**config.mk**
```make
export PLATFORM = sky130hd
export DESIGN_NAME = rocketcpu_bus_scheduler
export DESIGN_NICKNAME = d
export VERILOG_FILES = /design/src/rtl/rocketcpu_bus_scheduler.sv
export SDC_FILE = /design/constraint.sdc
export NUM_CORES = 1
export LEC_CHECK = 0
export CAP_MARGIN = 15
export CORE_AREA = 2 2 184 186
export CTS_CLUSTER_SIZE = 14
export DETAILED_ROUTE_END_ITERATION = 16
export DIE_AREA = 0 0 186 188
export SETUP_SLACK_MARGIN = 0.2
export SYNTH_ARGS = -nofsm -noshare
export SYNTH_HDL_FRONTEND = slang
export SYNTH_SLANG_ARGS = --single-unit
```
**constraint.sdc**
```tcl
create_clock -name i_wb_clk -period 7.4 [get_ports i_wb_clk]
set_input_delay 1.11 -clock i_wb_clk [delete_from_list [all_inputs] [get_ports i_wb_clk]]
set_output_delay 1.11 -clock i_wb_clk [all_outputs]
set_load 0.01 [all_outputs]
```
**src/rtl/rocketcpu_bus_scheduler.sv**
```systemverilog
// Shared Wishbone scheduler for the SERV core: round-robin ibus/dbus arbitration,
// one-hot slave decode, generated acks for ack-less slaves and a watchdog that errors out hung accesses.
module rocketcpu_bus_scheduler #(
  parameter int         TIMEOUT  = 255,
  parameter logic [6:0] AUTO_ACK = 7'b0101000
) (
  input  logic         i_wb_clk,
  input  logic         reset_n,
  input  logic [31:0]  i_ibus_adr,
  input  logic         i_ibus_cyc,
  output logic [31:0]  o_ibus_rdt,
  output logic         o_ibus_ack,
  input  logic [31:0]  i_dbus_adr,
  input  logic [31:0]  i_dbus_dat,
  input  logic [3:0]   i_dbus_sel,
  input  logic         i_dbus_we,
  input  logic         i_dbus_cyc,
  output logic [31:0]  o_dbus_rdt,
  output logic         o_dbus_ack,
  output logic [31:0]  o_wb_adr,
  output logic [31:0]  o_wb_dat,
  output logic [3:0]   o_wb_sel,
  output logic         o_wb_we,
  output logic [6:0]   o_slv_cyc,
  input  logic [6:0]   i_slv_ack,
  input  logic [223:0] i_slv_rdt,
  output logic         o_bus_err
);

  typedef enum logic [1:0] {IDLE = 2'd0, BUS = 2'd1, RESP = 2'd2} state_t;

  localparam logic [7:0] WD_LAST = 8'(TIMEOUT - 1);

  state_t      state_r, state_s;
  logic        grant_d_r, last_d_r;
  logic [7:0]  wd_r;
  logic        pick_d_s, grant_s, owner_cyc_s, slv_ack_s, unmapped_s, timeout_s, finish_s;
  logic [6:0]  ack_mask_s;
  logic [31:0] adr_s, slv_rdt_s, resp_rdt_s;

  // Exact register addresses take priority over the flash and audio ranges they overlap.
  function automatic logic [6:0] decode(input logic [31:0] adr);
    logic [6:0] sel;
    if (adr == 32'h0100_0000)       sel = 7'b0000100;
    else if (adr == 32'h0200_0000)  sel = 7'b0001000;
    else if (adr == 32'h0400_0000)  sel = 7'b0010000;
    else if (adr == 32'h0800_0000)  sel = 7'b0100000;
    else if (adr >= 32'h1000_0000)  sel = 7'b1000000;
    else if (adr <  32'h0000_8000)  sel = 7'b0000001;
    else if (adr >= 32'h0010_0000 && adr <= 32'h01FF_FFFF) sel = 7'b0000010;
    else                            sel = 7'b0000000;
    return sel;
  endfunction

  // Arbitration pick, effective slave ack, watchdog and response data.
  always_comb begin
    pick_d_s    = i_dbus_cyc & (~i_ibus_cyc | ~last_d_r);
    grant_s     = (state_r == IDLE) & (i_ibus_cyc | i_dbus_cyc);
    adr_s       = pick_d_s ? i_dbus_adr : i_ibus_adr;
    owner_cyc_s = grant_d_r ? i_dbus_cyc : i_ibus_cyc;
    // Generated acks fire on the first BUS cycle, when the watchdog is still zero.
    ack_mask_s  = (AUTO_ACK & {7{wd_r == 8'd0}}) | (~AUTO_ACK & i_slv_ack);
    slv_ack_s   = |(o_slv_cyc & ack_mask_s);
    unmapped_s  = (o_slv_cyc == 7'b0000000);
    timeout_s   = (wd_r == WD_LAST);
    slv_rdt_s   = 32'h0000_0000;
    for (int n = 0; n < 7; n++) begin
      if (o_slv_cyc[n]) slv_rdt_s = slv_rdt_s | i_slv_rdt[32*n +: 32];
      else              slv_rdt_s = slv_rdt_s;
    end
    if (slv_ack_s)       resp_rdt_s = slv_rdt_s;
    else if (unmapped_s) resp_rdt_s = 32'h0000_0000;
    else                 resp_rdt_s = 32'hFFFF_FFFF;
    finish_s = (state_r == BUS) & owner_cyc_s & (slv_ack_s | unmapped_s | timeout_s);
  end

  // Next-state logic.
  always_comb begin
    state_s = state_r;
    case (state_r)
      IDLE: begin
        if (grant_s) state_s = BUS;
        else         state_s = IDLE;
      end
      BUS: begin
        if (!owner_cyc_s)  state_s = IDLE;
        else if (finish_s) state_s = RESP;
        else               state_s = BUS;
      end
      RESP:    state_s = IDLE;
      default: state_s = IDLE;
    endcase
  end

  // State register.
  always_ff @(posedge i_wb_clk or negedge reset_n) begin
    if (!reset_n) state_r <= IDLE;
    else          state_r <= state_s;
  end

  // Grant latch, slave-side request, watchdog and master responses.
  always_ff @(posedge i_wb_clk or negedge reset_n) begin
    if (!reset_n) begin
      grant_d_r  <= 1'b0;
      last_d_r   <= 1'b0;
      wd_r       <= 8'd0;
      o_wb_adr   <= 32'h0000_0000;
      o_wb_dat   <= 32'h0000_0000;
      o_wb_sel   <= 4'h0;
      o_wb_we    <= 1'b0;
      o_slv_cyc  <= 7'b0000000;
      o_ibus_ack <= 1'b0;
      o_dbus_ack <= 1'b0;
      o_bus_err  <= 1'b0;
      o_ibus_rdt <= 32'h0000_0000;
      o_dbus_rdt <= 32'h0000_0000;
    end else begin
      o_ibus_ack <= finish_s & ~grant_d_r;
      o_dbus_ack <= finish_s & grant_d_r;
      o_bus_err  <= finish_s & ~slv_ack_s;
      if (finish_s) begin
        if (grant_d_r) o_dbus_rdt <= resp_rdt_s;
        else           o_ibus_rdt <= resp_rdt_s;
      end
      if (grant_s) begin
        grant_d_r <= pick_d_s;
        last_d_r  <= pick_d_s;
        wd_r      <= 8'd0;
        o_wb_adr  <= adr_s;
        o_wb_dat  <= pick_d_s ? i_dbus_dat : 32'h0000_0000;
        o_wb_sel  <= pick_d_s ? i_dbus_sel : 4'hF;
        o_wb_we   <= pick_d_s & i_dbus_we;
        o_slv_cyc <= decode(adr_s);
      end else if (state_r == BUS && state_s != BUS) begin
        o_slv_cyc <= 7'b0000000;
      end else if (state_r == BUS) begin
        wd_r <= wd_r + 8'd1;
      end
    end
  end

endmodule

```
[Word-level counts from Yosys, hierarchy flattened]
Index checks and enable logic that the tools add are counted.
Cells by class
  reduce and logical (&&, ||, !) cells: 11
  muxes and demuxes: 29
  equal/unequal tests: 8
  $lt $le $gt $ge: 4
  bitwise operators: 23
  add/subtract/negate cells: 1
Operators by type and width (number)
  32-bit two-way mux: 11
  32-bit bitwise OR: 6
  7-bit two-way mux: 7
  32-bit by 25-bit equality test with 1-bit output, second input constant: 1
  32-bit by 26-bit equality test with 1-bit output, second input constant: 1
  32-bit by 27-bit equality test with 1-bit output, second input constant: 1
  32-bit by 28-bit equality test with 1-bit output, second input constant: 1
  32-bit by 21-bit greater-or-equal comparator with 1-bit output, second input constant: 1
  32-bit by 29-bit greater-or-equal comparator with 1-bit output, second input constant: 1
  32-bit by 25-bit less-or-equal comparator with 1-bit output, second input constant: 1
  32-bit by 16-bit less-than comparator with 1-bit output, second input constant: 1
  8-bit two-way mux: 3
  8-bit by 1-bit adder with 8-bit output, second input constant: 1
  1-bit AND: 8
  8-bit equality test, second input constant: 1
  8-bit zero test: 1
  2-bit two-way mux: 4
  7-bit AND: 1
  7-bit zero test: 1
  6-bit by 7-bit bitwise OR with 7-bit output: 1
  7-bit OR reduction: 1
  2-bit AND reduction: 3
  4-bit two-way mux: 1
  1-bit bitwise OR: 4
  9 further kinds: 14
Word-level totals
  word-level logic and storage cells: 89
  bits in registers: 154
  output and inout bits: 143

[Longest topological paths before layout]
Gate-level depths: netlist (run 1).
  depth in word-level cells: 14
  depth in mapped cells: 9
  depth with buffers taken out: 7

[Worst setup path after synthesis (run 1)]
Ideal clock, no wire load.
  path kind: input port to flip-flop
  start: input i_dbus_cyc
  end: register o_wb_adr[0]
  cell stages on the path: 6
  setup slack: 4.788 ns
  arrival: 2.530 ns
  data required time: 7.318 ns
  buffers on the path: 3
  path through: a21bo_1 -> buf_1 -> clkbuf_1 -> buf_1 -> nand2_1 -> a31oi_1
On the way
  longest elaborated chain between the ends: 2
  elaborated cells between the ends (all ways): 4
  classes of those cells: mux: 1; bitwise: 3
RTL lines
  from (decl): line 17  | input logic i_dbus_cyc,
  1-bit AND or 1-bit bitwise OR (tied branches): line 57, 58
  32-bit two-way mux or 1-bit AND (tied branches): line 59, 58
  to (signal assigned): line 129  | o_wb_adr <= adr_s;
  to (decl): line 20  | output logic [31:0] o_wb_adr,
Several ways; a longest one is shown, not always the timed one.
A chain may end at the register's enable or synchronous reset.

[Final worst setup path (run 1)]
  start: register o_slv_cyc[5]
  end: register o_dbus_rdt[29]
On the way
  longest elaborated chain between the ends: 6
  elaborated cells between the ends (all ways): 12
  classes of those cells: mux: 4; bitwise: 5; reduce/logical: 3
RTL lines
  from (decl): line 24  | output logic [6:0] o_slv_cyc,
  from (signal assigned): line 133  | o_slv_cyc <= decode(adr_s);
  7-bit AND: line 63  | slv_ack_s = |(o_slv_cyc & ack_mask_s);
  7-bit OR reduction: line 63
  1-bit bitwise OR (2 in a row): line 74  | finish_s = (state_r == BUS) & owner_cyc_s & (slv_ack_s | unmapped_s | timeout_s);
  1-bit AND: line 74
  2-bit AND reduction (no source line)
  to (signal assigned): line 122  | if (grant_d_r) o_dbus_rdt <= resp_rdt_s;
  to (decl): line 18  | output logic [31:0] o_dbus_rdt,
Several ways; a longest one is shown, not always the timed one.

==> flow_summary.toml, run 1 <==
[grt]
overflow = 0
grt_usage_pct = 20.6
antenna_found_initial = 9
grt_pass1_vias = 8299
grt_max_degree = 89
grt_pass1_wl_mm = 52.3

[worst_setup_path]
worst_setup_path_end_kind = "flip-flop"
critPathMostFrequentCell = "buf_4"
cp_slowest_cell = "nand4_1"
crit_chain = "or4_1 > nor4_4 > buf_4 > nand4b_1 > nand4_1 > buf_4 > mux2_2"
cpPeakStageDelay_ns = 0.91
worstPathRequired_ns = 7.71
setup.worst_path.class = "reg -> reg"
cp.arrival_ns = 4.80
startpoint_type = "flip-flop"
cp_max_fo = 36

[layout]
final_cell_area_um2 = 13400
final_nets = 1479
area_growth_pct = 75.6
drive_gt1_share_pct = 10.7
nFillCells = 3254

[synth]
ys_seq_elements = 154
synth_simple_gate_area_share_pct = 9.92
synth_edf_count = 0
async_flop_share_pct = 100
seq_area_frac_synth_pct = 50.3
ys.warnings.count = 0
synth_area_um2 = 7660
synth_area_leaders = "dfrtp_1 (50%), mux2_2 (9.7%), a22o_1 (7.7%), a31oi_1 (4.9%), a222oi_1 (4.3%)"
synth_compound_area_share_pct = 24.5
synth_cells = 696
ys.flop_type = "dfrtp_1"
synth_mux_area_share_pct = 10.6
avgSynthCellArea_um2 = 11.0
synth_top_area_share_pct = 50.3
syn-num-nets = 1035
synth_top_family_by_area = "compound AO/OA/AOI/OAI gates"
ys_types = 47
synth_xor_area_share_pct = 0.229
yosysTopAreaCell = "dfrtp_1"
synthAdderAreaFrac_pct = 0.490

[clocking]
cts.sinks = 154
clk_latency_ns = 0.43
cts_tree = "yes"
cts_resized = 0
htree_levels = 4
cts-root-buf = "clkbuf_16"
clkSlewWorstSetupHoldPaths_ns = 0.06
cts_max_path_buffers = 2
cts_setup_buffers = 0
cts_buffers = 17
postCtsHoldBufs = 0

[sta]
hold_viol_final = 0
finalSetupViolations = 0
rsz0062_at_grt = "false"
final.min_clock_period_ns = 4.49
whs_ns = 0.485
max-slew-margin-rel_pct = 33.5
slew_violations = 0
max_freq_mhz = 223
worstMarginPinSlew_ns = 0.994
fin_skew_ns = 0.0134
finalSetupTns_ns = 0
period_share_pct = 60.7

[pwr]
leakage_nw = 5.26
peakVddDrop_mv = 0.165
power_density_nw_per_um2 = 334

[die]
die_y_um = 188
num_rows = 67
start_util_pct = 23.1
die_x_um = 186
ios = 479
die_area_um2 = 35000
core_area_um2 = 33100

[run]
drv_cap = 0

[drt]
ant_nets = 0
avgViaCountPerCell = 5.09
wire_per_inst_um = 23.4
drt_iter0_drc = 552
first_pass_iters = 6
remaining_drc_errors = 0
drt_wl_total_mm = 37.6
routed-via-count = 8156

[place]
gp_congestion = 0.857
portBuffers = 476
dpl.hpwl_mm = 28.6
place_area_um2 = 12900

[status]
outcome = "complete, no violations"

[hold_path]
hp-class = "reg -> reg"
metal layers:
layer | vias to the layer above | global-route usage, % | share of wire [%]
met1 | 3994 | 24.0 | 39
met3 | 42 | 7.13 | 9.7
met5 | - | 0 | 0.11
li1 | 3651 | - | -
met4 | 6 | 6.51 | 2.2
met2 | 463 | 35.2 | 49
sequential cells by signal, indices dropped and copies added (netlist names):
| name | flops |
|---|---|
| o_ibus_ack | 1 |
| o_slv_cyc | 7 |
| o_ibus_rdt | 32 |
| o_dbus_ack | 1 |
| last_d_r | 1 |
| o_dbus_rdt | 32 |
| state_r | 2 |
| o_wb_sel | 4 |
| o_wb_we | 1 |
| o_bus_err | 1 |
| o_wb_dat | 32 |
| wd_r | 8 |
| o_wb_adr | 32 |
through the flow:
step | std cells | utilization [%] | setup WS, ns | power, mW
floorplan | 696 | - | 4.79 | 2.37
global placement | 1569 | 38.8 | 2.78 | 3.61
detailed placement | 1569 | 38.8 | 2.76 | 3.63
CTS | 1600 | 40.6 | 2.77 | 4.55
global route | 1602 | 40.6 | 2.58 | 4.76
finish | 1603 | 40.6 | 2.91 | 4.50
cell families (layout without fill, tap and decap cells):
logic type      count (synthesis)  after routing
mux                            73             73
compound gates                235            235
flops                         154            154
other cells                     0              3
buf+inv                        72            528
xor+xnor                        2              2
fa+ha+maj                       3              3
simple gates                  157            157
final timing paths:
check | start | endpoint | slack [ns] | depth (start not counted)
min in group asynchronous | reset_n | o_wb_adr[13]$_DFFE_PN0P_ | 0.75 | 1
worst min-delay path | o_wb_adr[27]$_DFFE_PN0P_ | o_wb_adr[27]$_DFFE_PN0P_ | 0.48 | 2
worst max-delay path | o_slv_cyc[5]$_DFFE_PN0P_ | o_dbus_rdt[29]$_DFFE_PN0P_ | 2.91 | 7
worst min register to register | o_wb_adr[27]$_DFFE_PN0P_ | o_wb_adr[27]$_DFFE_PN0P_ | 0.48 | 2
worst max register to register | o_slv_cyc[5]$_DFFE_PN0P_ | o_dbus_rdt[29]$_DFFE_PN0P_ | 2.91 | 7
max in group asynchronous | reset_n | o_wb_dat[9]$_DFFE_PN0P_ | 5.26 | 2
critical path: cells and delay by family (launching register included):
family | cells | cell delay [ns]
flops | 1 | 0.70
buf+inv | 2 | 0.97
simple gates | 4 | 2.37
mux | 1 | 0.31
where the power goes:
group	switching, mW	internal [mW]	leakage, nW
clock network	0.360	0.531	0.278
registers	0.218	1.21	1.90
logic	1.01	1.16	3.08
total	1.59	2.91	5.26
cells in the final DEF (no fill, tap or decap), drive strengths merged, types with 5 or more instances in the layout:
cell / netlist / routed
clkdlybuf4s50: 0 / 475
dfrtp: 154 / 154
nand2: 70 / 70
a22o: 67 / 67
mux2: 66 / 66
a31oi: 60 / 60
nor2: 35 / 35
a222oi: 33 / 33
a221oi: 32 / 32
clkbuf: 55 / 21
buf: 12 / 17
nor4: 10 / 10
or4: 9 / 9
nand4: 9 / 9
o31ai: 9 / 9
a21oi: 9 / 9
mux2i: 7 / 7
inv: 5 / 6
nor3: 5 / 5
o21ai: 5 / 5
cell type report:
cell class                 count  area (um^2)  share of cell area (%)
timing repair buffer         492         4890                    36.3
clock buffer                  21          440                    3.28
antenna                        3         7.51                  0.0558
clock inverter                10          145                    1.08
tap                          448          561                    4.17
inverter                       5         18.8                   0.140
sequential                   154         3860                    28.7
multi-input combinational    470         3520                    26.2
synth_stat cells (all sizes together), types with 2 or more instances:
| cell type | count |
|---|---|
| nor2b | 3 |
| o211ai | 3 |
| nor4 | 10 |
| ha | 3 |
| a222oi | 33 |
| nand3 | 4 |
| o21ai | 5 |
| nand4 | 9 |
| nand2 | 70 |
| a221oi | 32 |
| clkbuf | 55 |
| or4 | 9 |
| a22o | 67 |
| nand3b | 4 |
| nor2 | 35 |
| dfrtp | 154 |
| inv | 5 |
| nor3 | 5 |
| o22ai | 2 |
| o2bb2ai | 4 |
| mux2 | 66 |
| buf | 12 |
| a21oi | 9 |
| or3 | 2 |
| o22a | 4 |
| mux2i | 7 |
| a31oi | 60 |
| o31ai | 9 |
Power figures use the tool's default switching activity.
==> run 2, diff against run 1 <==
Settings changed: CORE_AREA 2 2 184 186 to 2 2 186 188, DIE_AREA 0 0 186 188 to 0 0 188 190.
Clock period 7.4 ns to 4.3 ns, I/O delays scaled along.
==> flow_summary.toml, run 2 (same netlist as run 1, synthesis figures left out) <==
[worst_setup_path]
worstPathRequired_ns = 4.61
startpoint_type = "flip-flop"
setup.worst_path.class = "reg -> reg"
cp.arrival_ns = 3.26
worst_setup_path_end_kind = "flip-flop"
cp_max_fo = 33

[clocking]
postCtsHoldBufs = 0
cts_resized = 0
clk_latency_ns = 0.43
cts_setup_buffers = 0
cts-root-buf = "clkbuf_16"
cts_tree = "yes"
cts.sinks = 154
cts_max_path_buffers = 2
clkSlewWorstSetupHoldPaths_ns = 0.07
cts_buffers = 17
htree_levels = 4

[sta]
rsz0062_at_grt = "false"
fin_skew_ns = 0.0103
whs_ns = 0.344
max_freq_mhz = 338
hold_viol_final = 0
slew_violations = 0
finalSetupTns_ns = 0
period_share_pct = 68.8
max-slew-margin-rel_pct = 35.0
final.min_clock_period_ns = 2.96
finalSetupViolations = 0
worstMarginPinSlew_ns = 0.974

[drt]
routed-via-count = 8187
ant_nets = 0
drt_wl_total_mm = 37.5
remaining_drc_errors = 0
first_pass_iters = 6
wire_per_inst_um = 23.2
drt_iter0_drc = 642
avgViaCountPerCell = 5.07

[die]
num_rows = 68
start_util_pct = 22.6
ios = 479
core_area_um2 = 33900
die_area_um2 = 35700
die_y_um = 190
die_x_um = 188

[grt]
overflow = 0
grt_max_degree = 102
grt_pass1_vias = 8290
antenna_found_initial = 7
grt_usage_pct = 20.2
grt_pass1_wl_mm = 53.3

[hold_path]
hp-class = "in -> async"

[status]
outcome = "complete, no violations"

[layout]
final_nets = 1482
mostFrequentLayoutCells = "clkdlybuf4s50_1 (475), dfrtp_1 (147), nand2_1 (70)"
area.sequential_um2 = 3860
nFillCells = 3265
post-route-util_pct = 39.9
multi_input_area_um2 = 3520
layout_commonest_cell = "clkdlybuf4s50_1"
final_cell_area_um2 = 13500
area_growth_pct = 76.8
drive_gt1_share_pct = 11.3

[run]
drv_cap = 0

[place]
dpl.hpwl_mm = 28.6
gp_congestion = 0.820
portBuffers = 476
place_area_um2 = 12900

[pwr]
peakVddDrop_mv = 0.266
leakage_nw = 5.31
power_density_nw_per_um2 = 579
[run 2: per-layer routing]
metal | track usage, % | part of all wire [%]
met2 | 33.7 | 48
met3 | 5.29 | 8.1
met1 | 24.8 | 41
met4 | 8.60 | 3.0
met5 | 0 | 0
[run 2: path summary, 6_finish.rpt]
kind,start,end,slack [ns],cells after the start
max,o_slv_cyc[4]$_DFFE_PN0P_,o_ibus_rdt[26]$_DFFE_PN0P_,1.34,6
min,reset_n,o_wb_adr[1]$_DFFE_PN0P_,0.34,1
max reg2reg,o_slv_cyc[4]$_DFFE_PN0P_,o_ibus_rdt[26]$_DFFE_PN0P_,1.34,6
min reg2reg,o_wb_adr[25]$_DFFE_PN0P_,o_wb_adr[25]$_DFFE_PN0P_,0.49,2
max in group asynchronous,reset_n,o_ibus_rdt[25]$_DFFE_PN0P_,3.08,2
min in group i_wb_clk,o_wb_adr[25]$_DFFE_PN0P_,o_wb_adr[25]$_DFFE_PN0P_,0.49,2
[run 2: layout make-up]
class,count,share of cell area (%)
antenna,5,0.0925
clock buffer,17,3.14
clock inverter,15,1.47
inverter,5,0.139
multi-input combinational,470,26.0
sequential,154,28.5
tap,455,4.21
timing repair buffer,495,36.4
[run 2: per-stage QoR]
step / setup WS [ns] / power (mW) / instances
6_report: 1.34 / 7.83 / 1616
5_1_grt: 1.19 / 8.28 / 1615
4_1_cts: 1.34 / 7.92 / 1611
3_5_place_dp: 0.955 / 6.25 / 1579
3_3_place_gp: 0.966 / 6.22 / 1579
2_1_floorplan: 1.80 / 4.07 / 696
[run 2: critical path: stages, from the launching register on]
cell	delay [ns]
dfrtp_2	0.57
or4_1	0.61
nor4_4	0.21
nand4b_1	0.30
nor3b_4	0.23
buf_4	0.47
mux2_2	0.40
[run 2: report_power, final]
group	internal (mW)	switching (mW)
Sequential	2.08	0.379
Clock	0.939	0.682
Combinational	2.01	1.73
Total	5.04	2.80
==> run 3, diff against run 2 <==
Clock period 4.3 ns to 3.08 ns, I/O delays scaled along.
==> flow_summary.toml, run 3 (same netlist as run 1, synthesis figures left out) <==
[sta]
finalSetupViolations = 0
fin_skew_ns = 0.0164
finalSetupTns_ns = 0
rsz0062_at_grt = "false"
final.min_clock_period_ns = 2.65
max-slew-margin-rel_pct = 48.7
max_freq_mhz = 377
period_share_pct = 86.1
hold_viol_final = 0
worst_slack_ns = 0.429
worstMarginPinSlew_ns = 0.769
slew_violations = 0

[clocking]
cts-root-buf = "clkbuf_16"
cts_max_path_buffers = 2
cts.sinks = 154
cts_setup_buffers = 0
postCtsHoldBufs = 0
htree_levels = 4
cts_tree = "yes"
clkSlewWorstSetupHoldPaths_ns = 0.07
cts_buffers = 17
cts_resized = 0
clk_latency_ns = 0.42

[grt]
grt_pass1_wl_mm = 53.3
grt_use_met1_pct = 24.3
grt_pass1_vias = 8299
grt.busiest_layer = "met2"
antenna_found_initial = 5
overflow = 0
met2_usage_pct = 33.8
grt_max_degree = 77
grt_usage_pct = 20.1
use_met3_pct = 5.61

[drt]
drt_iter0_drc = 442
remaining_drc_errors = 0
first_pass_iters = 6
routed-via-count = 8135
drt_wl_total_mm = 37.3
avgViaCountPerCell = 5.02
wire_per_inst_um = 23.0
ant_nets = 0

[layout]
mostFrequentLayoutCells = "clkdlybuf4s50_1 (475), dfrtp_1 (147), nand2_1 (70)"
finalNonFillerCells = 1621
layout_commonest_cell = "clkdlybuf4s50_1"
nFillCells = 3294
area.sequential_um2 = 3860
area_growth_pct = 77.5
drive_gt1_share_pct = 11.7
final_nets = 1489
multi_input_area_um2 = 3520

[die]
die_x_um = 188
num_rows = 68
die_y_um = 190
core_area_um2 = 33900
start_util_pct = 22.6
die_area_um2 = 35700
ios = 479

[worst_setup_path]
setup.worst_path.class = "reg -> reg"
cp_max_fo = 33
worst_setup_path_end_kind = "flip-flop"
startpoint_type = "flip-flop"
cp.arrival_ns = 2.95
worstPathRequired_ns = 3.38

[pwr]
power_density_nw_per_um2 = 801
leakage_nw = 5.33
peakVddDrop_mv = 0.473

[hold_path]
hp-class = "in -> async"

[place]
gp_congestion = 0.834
dp_slack_ns = 0.394
portBuffers = 476
dp.cells = 1586
dpl.hpwl_mm = 28.8

[status]
outcome = "complete, no violations"

[run]
drv_cap = 0
run 3: area by class of cell:
cell class,instances,share of cell area [%]
clock inverters,11,0.985
inverters,5,0.138
flip-flops and latches,154,28.4
diodes,3,0.0552
repair buffers,502,36.9
multi-input cells,470,25.9
well taps,455,4.19
clock buffers,21,3.39
run 3: power breakdown:
| group | leakage (nW) | switching, mW | internal, mW |
|---|---|---|---|
| sequential | 1.90 | 0.520 | 2.91 |
| combinational | 3.15 | 2.44 | 2.86 |
| clock | 0.278 | 0.896 | 1.25 |
| total | 5.33 | 3.86 | 7.02 |
run 3: worst paths after layout:
kind,start,to,slack [ns],cells past startpoint
worst max register to register,o_slv_cyc[4]$_DFFE_PN0P_,o_ibus_rdt[23]$_DFFE_PN0P_,0.43,6
worst min register to register,o_wb_adr[25]$_DFFE_PN0P_,o_wb_adr[25]$_DFFE_PN0P_,0.49,2
max in group asynchronous,reset_n,o_ibus_rdt[14]$_DFFE_PN0P_,2.25,2
worst min-delay path,reset_n,o_wb_adr[1]$_DFFE_PN0P_,0.04,1
min in group i_wb_clk,o_wb_adr[25]$_DFFE_PN0P_,o_wb_adr[25]$_DFFE_PN0P_,0.49,2
worst max-delay path,o_slv_cyc[4]$_DFFE_PN0P_,o_ibus_rdt[23]$_DFFE_PN0P_,0.43,6
run 3: routing by layer:
metal  vias to the layer above  wire length [um]
li1                       3673                 -
met3                        45              2800
met4                         0              1100
met2                       395             18100
met5                         -                 0
met1                      4022             15300
run 3: critical path: stages, from the launching register on:
cell      delay, ns
dfrtp_2        0.48
or4_1          0.57
nor4_4         0.20
nand4b_1       0.20
nor3b_4        0.19
buf_4          0.45
mux2_2         0.40
run 3: per-stage QoR:
step / hold slack (ns) / power (mW) / util (%) / area (um^2)
floorplan: 0.166 / 5.69 / - / 7660
global placement: 0.464 / 8.75 / 38.3 / 13000
detailed placement: 0.476 / 8.81 / 38.3 / 13000
CTS: 0.0908 / 11.0 / 40.0 / 13600
global route: 0.102 / 11.5 / 40.0 / 13600
finish: 0.0387 / 10.9 / 40.0 / 13600
